## config.mk

```make
export PLATFORM = sky130hd
export DESIGN_NAME = mem_access_ctrl
export DESIGN_NICKNAME = d
export VERILOG_FILES = /design/src/rtl/mem_access_ctrl_pkg.sv /design/src/rtl/mem_access_ctrl_timeout_cnt.sv /design/src/rtl/mem_access_ctrl.sv
export SDC_FILE = /design/constraint.sdc
export NUM_CORES = 1
export LEC_CHECK = 0
export CAP_MARGIN = 20
export CORE_ASPECT_RATIO = 1.1
export CORE_MARGIN = 2
export CORE_UTILIZATION = 40
export DETAILED_ROUTE_END_ITERATION = 10
export PLACE_DENSITY = 0.88
export SLEW_MARGIN = 0
export SYNTH_ARGS = -nofsm -noshare
export SYNTH_HDL_FRONTEND = slang
export SYNTH_HIERARCHICAL = 1
export SYNTH_SLANG_ARGS = --single-unit
```

## constraint.sdc

```tcl
create_clock -name clk -period 1.7 [get_ports clk]
set_input_delay 0.425 -clock clk [delete_from_list [all_inputs] [get_ports clk]]
set_output_delay 0.425 -clock clk [all_outputs]
set_load 0.01 [all_outputs]
```

## src/rtl/mem_access_ctrl_pkg.sv

```systemverilog
// rtl/mem_access_ctrl_pkg.sv - state encoding and data-memory geometry shared with the memory side
package mem_access_ctrl_pkg;

   localparam int MEM_DATA_W = 32;
   localparam int MEM_WORDS  = 16;

   typedef enum logic [1:0] {
      IDLE    = 2'd0,
      RD_WAIT = 2'd1,
      WR_WAIT = 2'd2,
      RESP    = 2'd3
   } state_t;

endpackage

```

## src/rtl/mem_access_ctrl_timeout_cnt.sv

```systemverilog
// rtl/mem_access_ctrl_timeout_cnt.sv - wait-cycle counter that flags the last permitted wait cycle
module mem_timeout_cnt #(
   parameter int TIMEOUT = 15,
   parameter int CNT_W   = 4
) (
   input  logic clk,
   input  logic reset,
   input  logic clear,
   input  logic enable,
   output logic hit
);

   logic [CNT_W-1:0] cnt_q;

   always_ff @(posedge clk or negedge reset) begin
      if (!reset) begin
         cnt_q <= '0;
      end else if (clear) begin
         cnt_q <= '0;
      end else if (enable) begin
         cnt_q <= cnt_q + 1'b1;
      end
   end

   // Asserted while the count is one short, so the edge that brings it to TIMEOUT aborts the access.
   assign hit = (cnt_q == CNT_W'(TIMEOUT - 1));

endmodule

```

## src/rtl/mem_access_ctrl.sv

```systemverilog
// rtl/mem_access_ctrl.sv - single-outstanding load/store initiator for the data-memory handshake
module mem_access_ctrl
   import mem_access_ctrl_pkg::*;
#(
   parameter int DATA_W  = MEM_DATA_W,
   parameter int WORDS   = MEM_WORDS,
   parameter int TIMEOUT = 15,
   parameter int CNT_W   = 4
) (
   input  logic              clk,
   input  logic              reset,
   input  logic              req_valid,
   input  logic              req_we,
   input  logic [DATA_W-1:0] req_addr,
   input  logic [DATA_W-1:0] req_wdata,
   output logic              req_ready,
   output logic              resp_valid,
   input  logic              resp_ready,
   output logic [DATA_W-1:0] resp_rdata,
   output logic              resp_err,
   output logic              stall,
   output logic              MemRd,
   output logic              MemWr,
   output logic [DATA_W-1:0] mem_addr,
   output logic [DATA_W-1:0] mem_wdata,
   input  logic              MemRdComp,
   input  logic              MemWrComp,
   input  logic [DATA_W-1:0] mem_rdata
);

   localparam logic [DATA_W-1:0] ADDR_LIMIT = DATA_W'(WORDS * 4);

   state_t            state_q, state_d;
   logic              cnt_clr, cnt_en, cnt_hit, timeout;
   logic              accept, addr_bad, rd_done;
   logic [DATA_W-1:0] rdata_q;
   logic              err_q;

   assign addr_bad = (req_addr[1:0] != 2'b00) || (req_addr >= ADDR_LIMIT);
   assign accept   = (state_q == IDLE) && req_valid;
   assign rd_done  = (state_q == RD_WAIT) && MemRdComp;

   mem_timeout_cnt #(
      .TIMEOUT (TIMEOUT),
      .CNT_W   (CNT_W)
   ) u_timeout (
      .clk    (clk),
      .reset  (reset),
      .clear  (cnt_clr),
      .enable (cnt_en),
      .hit    (cnt_hit)
   );

   always_ff @(posedge clk or negedge reset) begin
      if (!reset) begin
         state_q <= IDLE;
      end else begin
         state_q <= state_d;
      end
   end

   // A matching completion is checked before the timeout so it wins when both land together.
   always_comb begin
      state_d = state_q;
      cnt_clr = 1'b0;
      cnt_en  = 1'b0;
      timeout = 1'b0;
      case (state_q)
         IDLE: begin
            if (req_valid) begin
               cnt_clr = 1'b1;
               if (addr_bad)    state_d = RESP;
               else if (req_we) state_d = WR_WAIT;
               else             state_d = RD_WAIT;
            end
         end
         RD_WAIT: begin
            if (MemRdComp) begin
               state_d = RESP;
            end else begin
               cnt_en  = 1'b1;
               timeout = cnt_hit;
               if (cnt_hit) state_d = RESP;
            end
         end
         WR_WAIT: begin
            if (MemWrComp) begin
               state_d = RESP;
            end else begin
               cnt_en  = 1'b1;
               timeout = cnt_hit;
               if (cnt_hit) state_d = RESP;
            end
         end
         RESP: begin
            if (resp_ready) state_d = IDLE;
         end
         default: state_d = IDLE;
      endcase
   end

   always_ff @(posedge clk or negedge reset) begin
      if (!reset) begin
         mem_addr  <= '0;
         mem_wdata <= '0;
         rdata_q   <= '0;
         err_q     <= 1'b0;
      end else begin
         if (accept) begin
            mem_addr  <= req_addr;
            mem_wdata <= req_wdata;
            rdata_q   <= '0;
            err_q     <= addr_bad;
         end
         if (rd_done) rdata_q <= mem_rdata;
         if (timeout) err_q <= 1'b1;
      end
   end

   assign req_ready  = (state_q == IDLE);
   assign stall      = (state_q != IDLE);
   assign resp_valid = (state_q == RESP);
   assign resp_rdata = rdata_q;
   assign resp_err   = err_q;
   assign MemRd      = (state_q == RD_WAIT);
   assign MemWr      = (state_q == WR_WAIT);

endmodule

```

# Yosys cells after proc, flatten, opt, wreduce, memory -nomap -nowiden
# Index checks and enable logic that the tools add are counted.
# totals
in_bits	103
elab_cells	46
regBits	103
output_inout_bits	102
# op_classes
n_reduce_logical	10
n_addsub	1
order_cmp	1
n_eq_ne	6
mux	22
# ops
operator	n
two-way mux 32 bit	2
greater-or-equal comparator 32 x 7 -> 1 bit, second input constant	1
two-way mux 2 bit	7
nonzero test 2 bit	5
two-way mux 1 bit	8
two-way mux 4 bit	2
case mux 2 bit (4 select lines)	1
adder 4 x 1 -> 4 bit, second input constant	1
== test 2 bit, second input constant	2
== test 4 bit, second input constant	1
case mux 1 bit (2 select lines)	2
== test 2 x 1 -> 1 bit, second input constant	1
logical AND 1 bit	2
zero test 2 bit	1
inequality test 2 x 1 -> 1 bit, second input constant	1
inequality test 2 bit, second input constant	1
AND reduction 2 bit	1
logical OR 1 bit	1

# Depth between registers and ports, before layout
# Gate-level depths: netlist of run 1.
# depth
word_depth	5
depth_mapped	8
depth_no_buf	7

# Modules after synthesis
# Netlist of run 1, hierarchy kept.
# modules_own_cells
mod	cells_per_inst	seq_area_each_um2	area_each_um2	n_inst
mem_access_ctrl	250	2477.4	3836.2	1
mem_timeout_cnt	20	100.1	220.2	1

# Worst setup path after synthesis of run 1
# OpenSTA, ideal clock, no wires.
# synth_timing
kind	register -> register
from	reg state_q[0]
to	reg u_timeout.cnt_q[3]
period_less_slack_ns	1.706
required_ns	1.575
setup_slack_ns	-0.006
path_stages_with_launch	8
n_path_buf	0
setup_ns	0.125
t_arrival_ns	1.581
cell_sequence	dfrtp_1 > inv_1 > ha_1 > inv_1 > o22ai_1 > and2_1 > nand4_1 > mux2_4
# synth_via
elab_chain_len	3
word_cells_on_any_way	7
classes_between	eq/ne: 2; mux: 3; reduce/logical: 2
# synth_lines
item	line_no	rtl
from (decl)	mem_access_ctrl.sv:33	state_t state_q, state_d;
from (signal assigned)	mem_access_ctrl.sv:58	state_q <= state_d;
== test 2 bit	-	
named net MemWr	mem_access_ctrl.sv:23	output logic MemWr,
case mux 1 bit (2 select lines)	mem_access_ctrl.sv:68	case (state_q)
named net cnt_en	mem_access_ctrl.sv:34	logic cnt_clr, cnt_en, cnt_hit, timeout;
nonzero test 2 bit (no source line)	-	
to (signal assigned)	mem_access_ctrl_timeout_cnt.sv:21	cnt_q <= cnt_q + 1'b1;
to (decl)	mem_access_ctrl_timeout_cnt.sv:13	logic [CNT_W-1:0] cnt_q;
# The timed path passes the listed nets, and every way through them passes these cells.
# A chain may end at the register's enable or synchronous reset.

# Worst setup path after layout of run 1
# layout_timing
from	reg state_q[0]
to	reg state_q[1]
# layout_via
elab_chain_len	3
word_cells_on_any_way	8
classes_between	eq/ne: 5; mux: 1; reduce/logical: 2
# layout_lines
item	line_no
== test 2 bit or zero test 2 bit (tied branches)	mem_access_ctrl.sv:68
inequality test 2 x 1 -> 1 bit (no source line) or inequality test 2 bit (tied branches)	-
AND reduction 2 bit (no source line)	-
# Several ways; a longest one is shown, not always the timed one.

==> results of run 1 <==
[flip-flops by register name, indices dropped and copies added, names as in the netlist]
name and cells:
mem_addr 32, u_timeout/cnt_q 4, mem_wdata 32, resp_err 1
resp_rdata 32, state_q 2
[worst paths after layout]
path | from | endpoint | depth (start not counted)
worst min-delay path | reset | mem_addr[2] | 2
worst max register to register | state_q[0] | state_q[1] | 6
worst max-delay path | state_q[0] | state_q[1] | 6
worst min register to register | resp_rdata[20] | resp_rdata[20] | 1
max in group asynchronous | reset | mem_addr[29] | 2
min in group clk | resp_rdata[20] | resp_rdata[20] | 1
[what timing repair did]
action,CTS,global route
hold buffers,0,0
gates cloned,1,0
pin swaps,5,2
buffers inserted,3,4
endpoints found under the setup margin,189,94
resized for setup,123,27
[cells in the final DEF (no fill, tap or decap), types with 3 or more instances in the layout]
cell	instances
ha_4	3
clkinv_4	5
dlymetal6s2s_1	15
nor3_1	3
nand2b_1	3
nand3_1	3
inv_2	4
nor4_1	8
buf_6	12
a22o_1	32
dlygate4sd2_1	82
buf_12	3
buf_4	17
clkdlybuf4s50_1	101
clkbuf_8	9
mux2_2	64
dfrtp_1	103
[cells by family after synthesis]
group,after synthesis,synth area share (%)
compound gates,41,8.61
mux,65,18.1
fa+ha+maj,6,1.85
xor+xnor,1,0.216
flops,103,63.5
simple gates,34,4.91
buf+inv,20,2.75
[routing by layer]
metal | vias to the layer above | wire, microns | global-route usage, %
met5 | - | 0 | 0
met4 | 0 | 268 | 7.83
met3 | 21 | 649 | 3.88
met2 | 138 | 5800 | 34.5
met1 | 1601 | 4240 | 23.3
li1 | 1456 | - | -
[final cells by class]
class                      instances  share of cell area, %
multi-input combinational        148                   21.8
timing repair buffer             231                   33.8
clock buffer                       9                   1.87
tap                              120                   2.26
inverter                           7                  0.471
sequential                       103                   38.8
clock inverter                     7                  0.962
[report_power, final]
part | switching (mW) | total (mW) | internal (mW)
sequential | 0.574 | 4.16 | 3.58
clock | 0.895 | 1.46 | 0.564
combinational | 2.26 | 5.25 | 2.99
total | 3.73 | 10.9 | 7.13
==> run_results.csv, run 1 <==
group,metric,value,unit
clock_tree,insertion_delay,0.37,ns
outcome,status,"finished, violations left",
synth,synth_commonest_cells,"dfrtp_1 (103), mux2_2 (64), a22o_1 (32)",
layout,fin_area,6640,sq um
route,wl_per_cell,17.5,microns
layout,regArea,2580,sq um
clock_tree,numCtsBuffers,9,
synth,yosysMostFrequentCell,"dfrtp_1",
route,drt_pass1_iterations,4,
synth,synth-edff-count,0,
timing,rsz0062_at_grt,"yes",
synth,synthFlopType,"dfrtp_1",
pwr,p_leak,3.19,nW
route,drtIter0Drc,152,
pwr,power.total,10.9,mW
timing,finalSetupViolCount,4,
place,place_inst,601,
die,ios,205,
timing,period_share,104,%
timing,tightest_slew,0.566,ns
synth,async_reset_ff_share,100,%
setup_path,arrival,2.01,ns
route,viasPerCell,5.15,
global_route,grt_overflow_total,0,
global_route,grt_use_total,19.4,%
synth,synth_top_area_share,63.5,%
timing,maxSlewViolCount,0,
place,place.gp.congestion,0.801,
pwr,power.density,1640,nW/um^2
setup_path,path_buf_inv,2,
setup_path,cp_max_fo,5,
setup_path,crit_family,"simple AND/OR/NAND/NOR gates",
layout,nets,609,
route,wl,11000,microns
route,drtAntennaViolNets,0,
place,place_area,6330,sq um
pwr,peakVddDrop,0.801,mV
setup_path,start_kind,"flop",
setup_path,criticalPathCategory,"flop to flop",
die,dieArea,11000,sq um
synth,seq_area_frac_synth,63.5,%
synth,netlist_area,4060,sq um
global_route,antenna_found_initial,0,
layout,antenna_cells,0,
die,fp.dieW,100,microns
layout,fillers,760,
die,start_util,41.0,%
clock_tree,clkSlewWorstSetupHoldPaths,0.11,ns
clock_tree,clock-sinks,103,
synth,syn_avg_cell_area,15.0,sq um
die,coreArea,9890,sq um
route,drc,0,
timing,setup_ws,-0.0748,ns
setup_path,cp_cell_sequence,"inv_2 -> ha_4 -> buf_6 -> or4_1 -> a31oi_1 -> nor3_1",
place,place_ws,-0.670,ns
clock_tree,cts_buffer_depth,2,
timing,timing.fmax,563,MHz
synth,yosysWarnings,6,
place,port_buffers,204,
timing,whs,0.0715,ns
timing,min_period,1.77,ns
route,vias,3216,
setup_path,required,1.94,ns
setup_path,r2r_slack,-0.07,ns
setup_path,slowest_delay,0.52,ns
clock_tree,cts-root-buf,"clkbuf_8",
die,rows,38,
layout,final_cells,625,
setup_path,end_kind,"flop",
synth,yosysTopAreaCell,"dfrtp_1",
synth,synth-seq-cells,103,
synth,synthTopCellsByArea,"dfrtp_1 (64%), mux2_2 (18%), a22o_1 (6.9%)",
global_route,grt_max_degree,104,
synth,synth_cell_types,35,
timing,relSlewSlack,62.3,%
timing,skew,0.0174,ns
place,dp_hpwl,7610,microns
clock_tree,h-tree-depth,3,
timing,finalHoldViolCount,0,
flow_run,cap_viol_max_count,0,
synth,synthCells,270,
layout,multi_input_area,1440,sq um
layout,area_growth,63.6,%
global_route,grt_pass1_wl,16700,microns
outcome,violations,"setup timing",
clock_tree,cts_tree,"yes",
global_route,first_global_vias,3372,
timing,finalSetupTns,-0.174,ns
synth,syn_nets,379,
die,die_h,110,microns
layout,drive_gt1_share,26.3,%
setup_path,worst_path_max_delay_cell,"or4_1",
layout,post-route-util,67.1,%
worst_hold_path,hp-class,"input port to asynchronous set/reset pin",
Note: power is estimated with default switching activity, not from simulation.
==> run 2: changes to the inputs <==
CORE_ASPECT_RATIO = 0.7   (was 1.1)
==> run 2 against run 1 <==
The run now ends clean. Sequential share of layout area shrank 1.5 points. Cell count is 0.80% higher. Critical path type is now input port to flop. Utilization rose by 3.3 points. Clock-buffer cell count increased by 1. Sequential power about the same. Via count decreased by 2.9%. First-iteration DRC count is 33% lower. Total power grew 9.4%. Critical endpoint is now resp_err. Routed wire length is 0.22% higher. Maximum frequency up 6.0%. Sequential cell count stayed put. Combinational power increased by 6.1%.
==> run_results.csv, run 2 (same netlist as run 1, synthesis figures left out) <==
group,metric,value,unit
place,port_buffers,204,
global_route,grt_overflow_total,0,
timing,finalSetupViolCount,0,
global_route,grt_util_met2,34.9,%
die,coreArea,9800,sq um
timing,rsz0062_at_grt,"yes",
pwr,swShare,30.6,%
clock_tree,cts_buffer_depth,2,
setup_path,worst_path_max_delay_cell,"clkdlybuf4s50_1",
timing,period_share,98.5,%
timing,relSlewSlack,70.6,%
global_route,grt.busiest_layer,"met2",
layout,fillers,662,
setup_path,arrival,1.88,ns
clock_tree,cts_tree,"yes",
timing,maxSlewViolCount,0,
pwr,power.density,1720,nW/um^2
pwr,pwr-share-comb,46.9,%
clock_tree,cts-root-buf,"clkbuf_16",
layout,regArea,2580,sq um
layout,nets,607,
pwr,clkPwrFrac,18.0,%
route,viasPerCell,4.96,
clock_tree,clock-sinks,103,
setup_path,path_buf_inv,2,
setup_path,start_kind,"input port",
layout,final_common_cell,"clkdlybuf4s50_1",
pwr,seqPwrFrac,35.2,%
route,drt_pass1_iterations,4,
global_route,first_global_vias,3289,
layout,antenna_cells,0,
timing,tightest_slew,0.440,ns
global_route,grt_pass1_wl,17200,microns
die,rows,30,
route,drtIter0Drc,102,
setup_path,end_kind,"flop",
worst_hold_path,hp-class,"input port to asynchronous set/reset pin",
route,drtAntennaViolNets,0,
setup_path,required,1.91,ns
global_route,met1_usage,24.6,%
place,place_area,6360,sq um
global_route,grt_use_total,19.9,%
layout,most-common-layout-cells,"clkdlybuf4s50_1 (149), dfrtp_1 (103), mux2_2 (64)",
flow_run,cap_viol_max_count,0,
layout,area_growth,70.1,%
place,dp_hpwl,7930,microns
layout,fin_area,6900,sq um
timing,timing.fmax,597,MHz
layout,drive_gt1_share,25.7,%
global_route,met3_usage,6.29,%
clock_tree,insertion_delay,0.33,ns
timing,whs,0.431,ns
pwr,peakVddDrop,0.875,mV
clock_tree,clkSlewWorstSetupHoldPaths,0.07,ns
layout,multi_input_area,1440,sq um
die,die_h,88.3,microns
timing,finalHoldViolCount,0,
die,dieArea,11000,sq um
clock_tree,h-tree-depth,3,
die,start_util,41.4,%
setup_path,cp_max_fo,2,
pwr,p_int,8.25,mW
place,place.gp.congestion,0.775,
setup_path,crit_family,"buffers and inverters",
outcome,status,"finished clean",
route,wl_per_cell,17.4,microns
setup_path,cp_cell_sequence,"clkdlybuf4s50_1 -> nor4_1 -> buf_4 -> nand2_2 -> o32ai_2 -> nand2_1",
pwr,power.total,11.9,mW
timing,min_period,1.67,ns
pwr,p_leak,3.43,nW
timing,skew,0.00709,ns
clock_tree,numCtsBuffers,9,
die,ios,205,
route,drc,0,
setup_path,criticalPathCategory,"input port to flop",
setup_path,slowest_delay,0.43,ns
route,wl,11000,microns
pwr,power.switching,3.63,mW
global_route,antenna_found_initial,0,
die,fp.dieW,124,microns
global_route,grt_max_degree,63,
route,vias,3124,
## run 2: repair_timing
action | CTS | global route
endpoints found under the hold margin | 1 | 0
setup endpoints to repair | 77 | 54
hold buffers | 1 | 0
buffers inserted | 2 | 1
gates resized for setup | 35 | 58
pin swaps | 4 | 6
cloned | 1 | 0
## run 2: cell type report
class | instances | share of cell area (%)
Sequential cell | 103 | 37.4
Timing Repair Buffer | 229 | 34.4
Multi-Input combinational cell | 148 | 20.9
Clock buffer | 10 | 3.32
Tap cell | 128 | 2.32
Clock inverter | 5 | 1.22
Inverter | 7 | 0.453
## run 2: metrics by stage
stage	worst slack (ns)	TNS, ns	cells	utilization (%)
6_report	0.0256	0	630	70.4
5_1_grt	-0.0768	-0.159	630	70.4
2_1_floorplan	0.0346	0	270	-
3_5_place_dp	-0.668	-38.64	610	64.9
3_3_place_gp	-0.530	-33.01	610	64.9
4_1_cts	-0.0912	-0.0912	629	68.8
## run 2: metal layers
metal	share of wire (%)	wire, microns
met5	0	0
met4	0.93	102
met3	5.5	599
met2	52	5660
met1	42	4620
## run 2: path summary, 6_finish.rpt
kind	depth (start not counted)	slack, ns	startpoint	endpoint
hold / removal	2	0.43	reset	mem_addr[27]
hold reg to reg	1	0.50	resp_rdata[24]	resp_rdata[24]
max in group asynchronous	3	0.75	reset	mem_wdata[31]
setup reg to reg	8	0.05	state_q[0]	u_timeout/cnt_q[3]
min in group clk	1	0.50	resp_rdata[24]	resp_rdata[24]
setup / recovery	6	0.03	req_addr[19]	resp_err
## run 2: power groups by stage
stage | Combinational, mW | Clock, mW | Sequential (mW)
after floorplan | 1.92 | 0 | 4.70
after detailed placement | 5.56 | 0 | 4.23
after CTS | 5.68 | 2.20 | 4.20
after global placement | 5.39 | 0 | 4.17
after global routing | 5.94 | 2.31 | 4.33
final | 5.57 | 2.14 | 4.18
==> run 3: changes to the inputs <==
CORE_ASPECT_RATIO = 1.5   (was 0.7)
==> run 3 against run 2 <==
The run now ends with setup timing left. Sequential power about the same. Combinational power grew 5.9%. Via count rose by 4.2%. Clock-buffer cell count shrank 1. Clock power grew 11%. Routed wire length increased by 9.0%. Sequential cell count unchanged. Maximum frequency fell by 4.1%. Worst hold slack worse by 0.43 ns. Global-route usage grew 0.62 points. Critical path type is now flop to output pin. Largest cell class unchanged. Largest power group unchanged.
==> run_results.csv, run 3 (same netlist as run 1, synthesis figures left out) <==
group,metric,value,unit
setup_path,timing.rr.start,"state_q[0]",
global_route,met3_usage,4.07,%
flow_run,cap_viol_max_count,0,
die,die_h,127,microns
clock_tree,hold_buffers,0,
place,place.gp.congestion,0.768,
clock_tree,cts_tree,"yes",
clock_tree,cts_buffer_depth,2,
setup_path,arrival,1.32,ns
route,viasPerCell,5.19,
setup_path,reg2reg_depth,8,
clock_tree,numCtsBuffers,9,
layout,final_common_cell,"clkdlybuf4s50_1",
timing,min_period,1.75,ns
global_route,antenna_found_initial,0,
clock_tree,clkSlewWorstSetupHoldPaths,0.07,ns
clock_tree,insertion_delay,0.34,ns
layout,post-route-util,70.1,%
timing,maxSlewViolCount,0,
route,vias,3256,
pwr,power.density,1780,nW/um^2
timing,finalSetupTns,-0.0805,ns
setup_path,start_kind,"flop",
setup_path,r2r_slack,0,ns
setup_path,r2r-end,"u_timeout/cnt_q[3]",
die,start_util,40.5,%
layout,area_growth,73.1,%
layout,drive_gt1_share,27.8,%
setup_path,critPathLaunch,"state_q[0]",
route,wl,12000,microns
timing,relSlewSlack,68.9,%
global_route,grt.busiest_layer,"met2",
timing,rsz0062_at_grt,"yes",
die,ios,205,
timing,finalSetupViolCount,3,
route,wl_per_cell,19.1,microns
die,coreArea,10000,sq um
setup_path,cp-endpoint,"resp_valid",
timing,finalHoldViolCount,0,
setup_path,cp_max_fo,3,
layout,nets,614,
global_route,first_global_vias,3415,
timing,whs,0.000855,ns
clock_tree,h-tree-depth,3,
route,drtIter0Drc,100,
die,fp.dieW,86.2,microns
global_route,grt_max_degree,54,
setup_path,criticalPathCategory,"flop to output pin",
pwr,peakVddDrop,0.790,mV
layout,most-common-layout-cells,"clkdlybuf4s50_1 (160), dfrtp_1 (103), mux2_2 (64)",
timing,tightest_slew,0.465,ns
global_route,grt_use_total,20.6,%
global_route,grt_overflow_total,0,
place,place_inst,603,
layout,antenna_cells,0,
worst_hold_path,hp-class,"input port to asynchronous set/reset pin",
pwr,p_leak,3.34,nW
global_route,grt_pass1_wl,17300,microns
setup_path,end_kind,"output pin",
timing,setup_ws,-0.0454,ns
route,drt_pass1_iterations,4,
layout,final_cells,627,
global_route,grt_util_met2,37.4,%
clock_tree,clock-sinks,103,
die,rows,45,
route,drc,0,
clock_tree,cts-root-buf,"clkbuf_16",
route,drtAntennaViolNets,0,
outcome,status,"finished, violations left",
timing,period_share,103,%
timing,timing.fmax,573,MHz
die,dieArea,11000,sq um
global_route,met1_usage,22.8,%
timing,skew,0.00416,ns
place,port_buffers,204,
layout,fin_area,7020,sq um
place,dp_hpwl,8240,microns
outcome,violations,"setup timing",
setup_path,required,1.27,ns
place,place_area,6380,sq um
## run 3: layout make-up
type	instances	area, sq um
fill	676	3000
sequential	103	2580
timing repair buffer	236	2440
multi-input combinational	148	1480
clock buffer	9	225
tap	117	146
clock inverter	7	119
inverter	7	33.8
## run 3: worst min path at each step
stage,from,to,cells past startpoint
6_report,reset,mem_addr[11],1
5_1_grt,reset,mem_addr[11],1
4_1_cts,reset,mem_addr[28],1
3_5_place_dp,reset,mem_addr[11],1
3_3_place_gp,reset,mem_addr[9],1
2_1_floorplan,reset,mem_addr[0],0
## run 3: critical path: stages, from the launching register on
cell	delay, ns
dfrtp_1	0.44
buf_4	0.16
buf_6	0.12
ha_4	0.15
buf_6	0.11
## run 3: power breakdown
group / switching [mW] / internal (mW) / total, mW
clock network: 0.927 / 1.44 / 2.37
registers: 0.620 / 3.59 / 4.21
logic: 2.34 / 3.57 / 5.90
total: 3.88 / 8.60 / 12.5
## run 3: metal layers
metal,routed length (microns),vias to the layer above
met2,6680,138
met1,4320,1631
li1,-,1461
met3,660,26
met5,0,-
met4,307,0
## run 3: metrics by stage
stage | power (mW) | worst slack, ns
final | 12.5 | -0.0454
after global routing | 13.1 | -0.0884
after CTS | 12.4 | -0.0230
after detailed placement | 9.84 | -0.670
after global placement | 9.58 | -0.525
after floorplan | 6.61 | 0.0346
## run 3: timing repair
action | CTS | global route
endpoints found under the setup margin | 114 | 105
buffers inserted | 3 | 4
cloned | 1 | 1
pin swaps | 7 | 8
gates resized for setup | 53 | 45
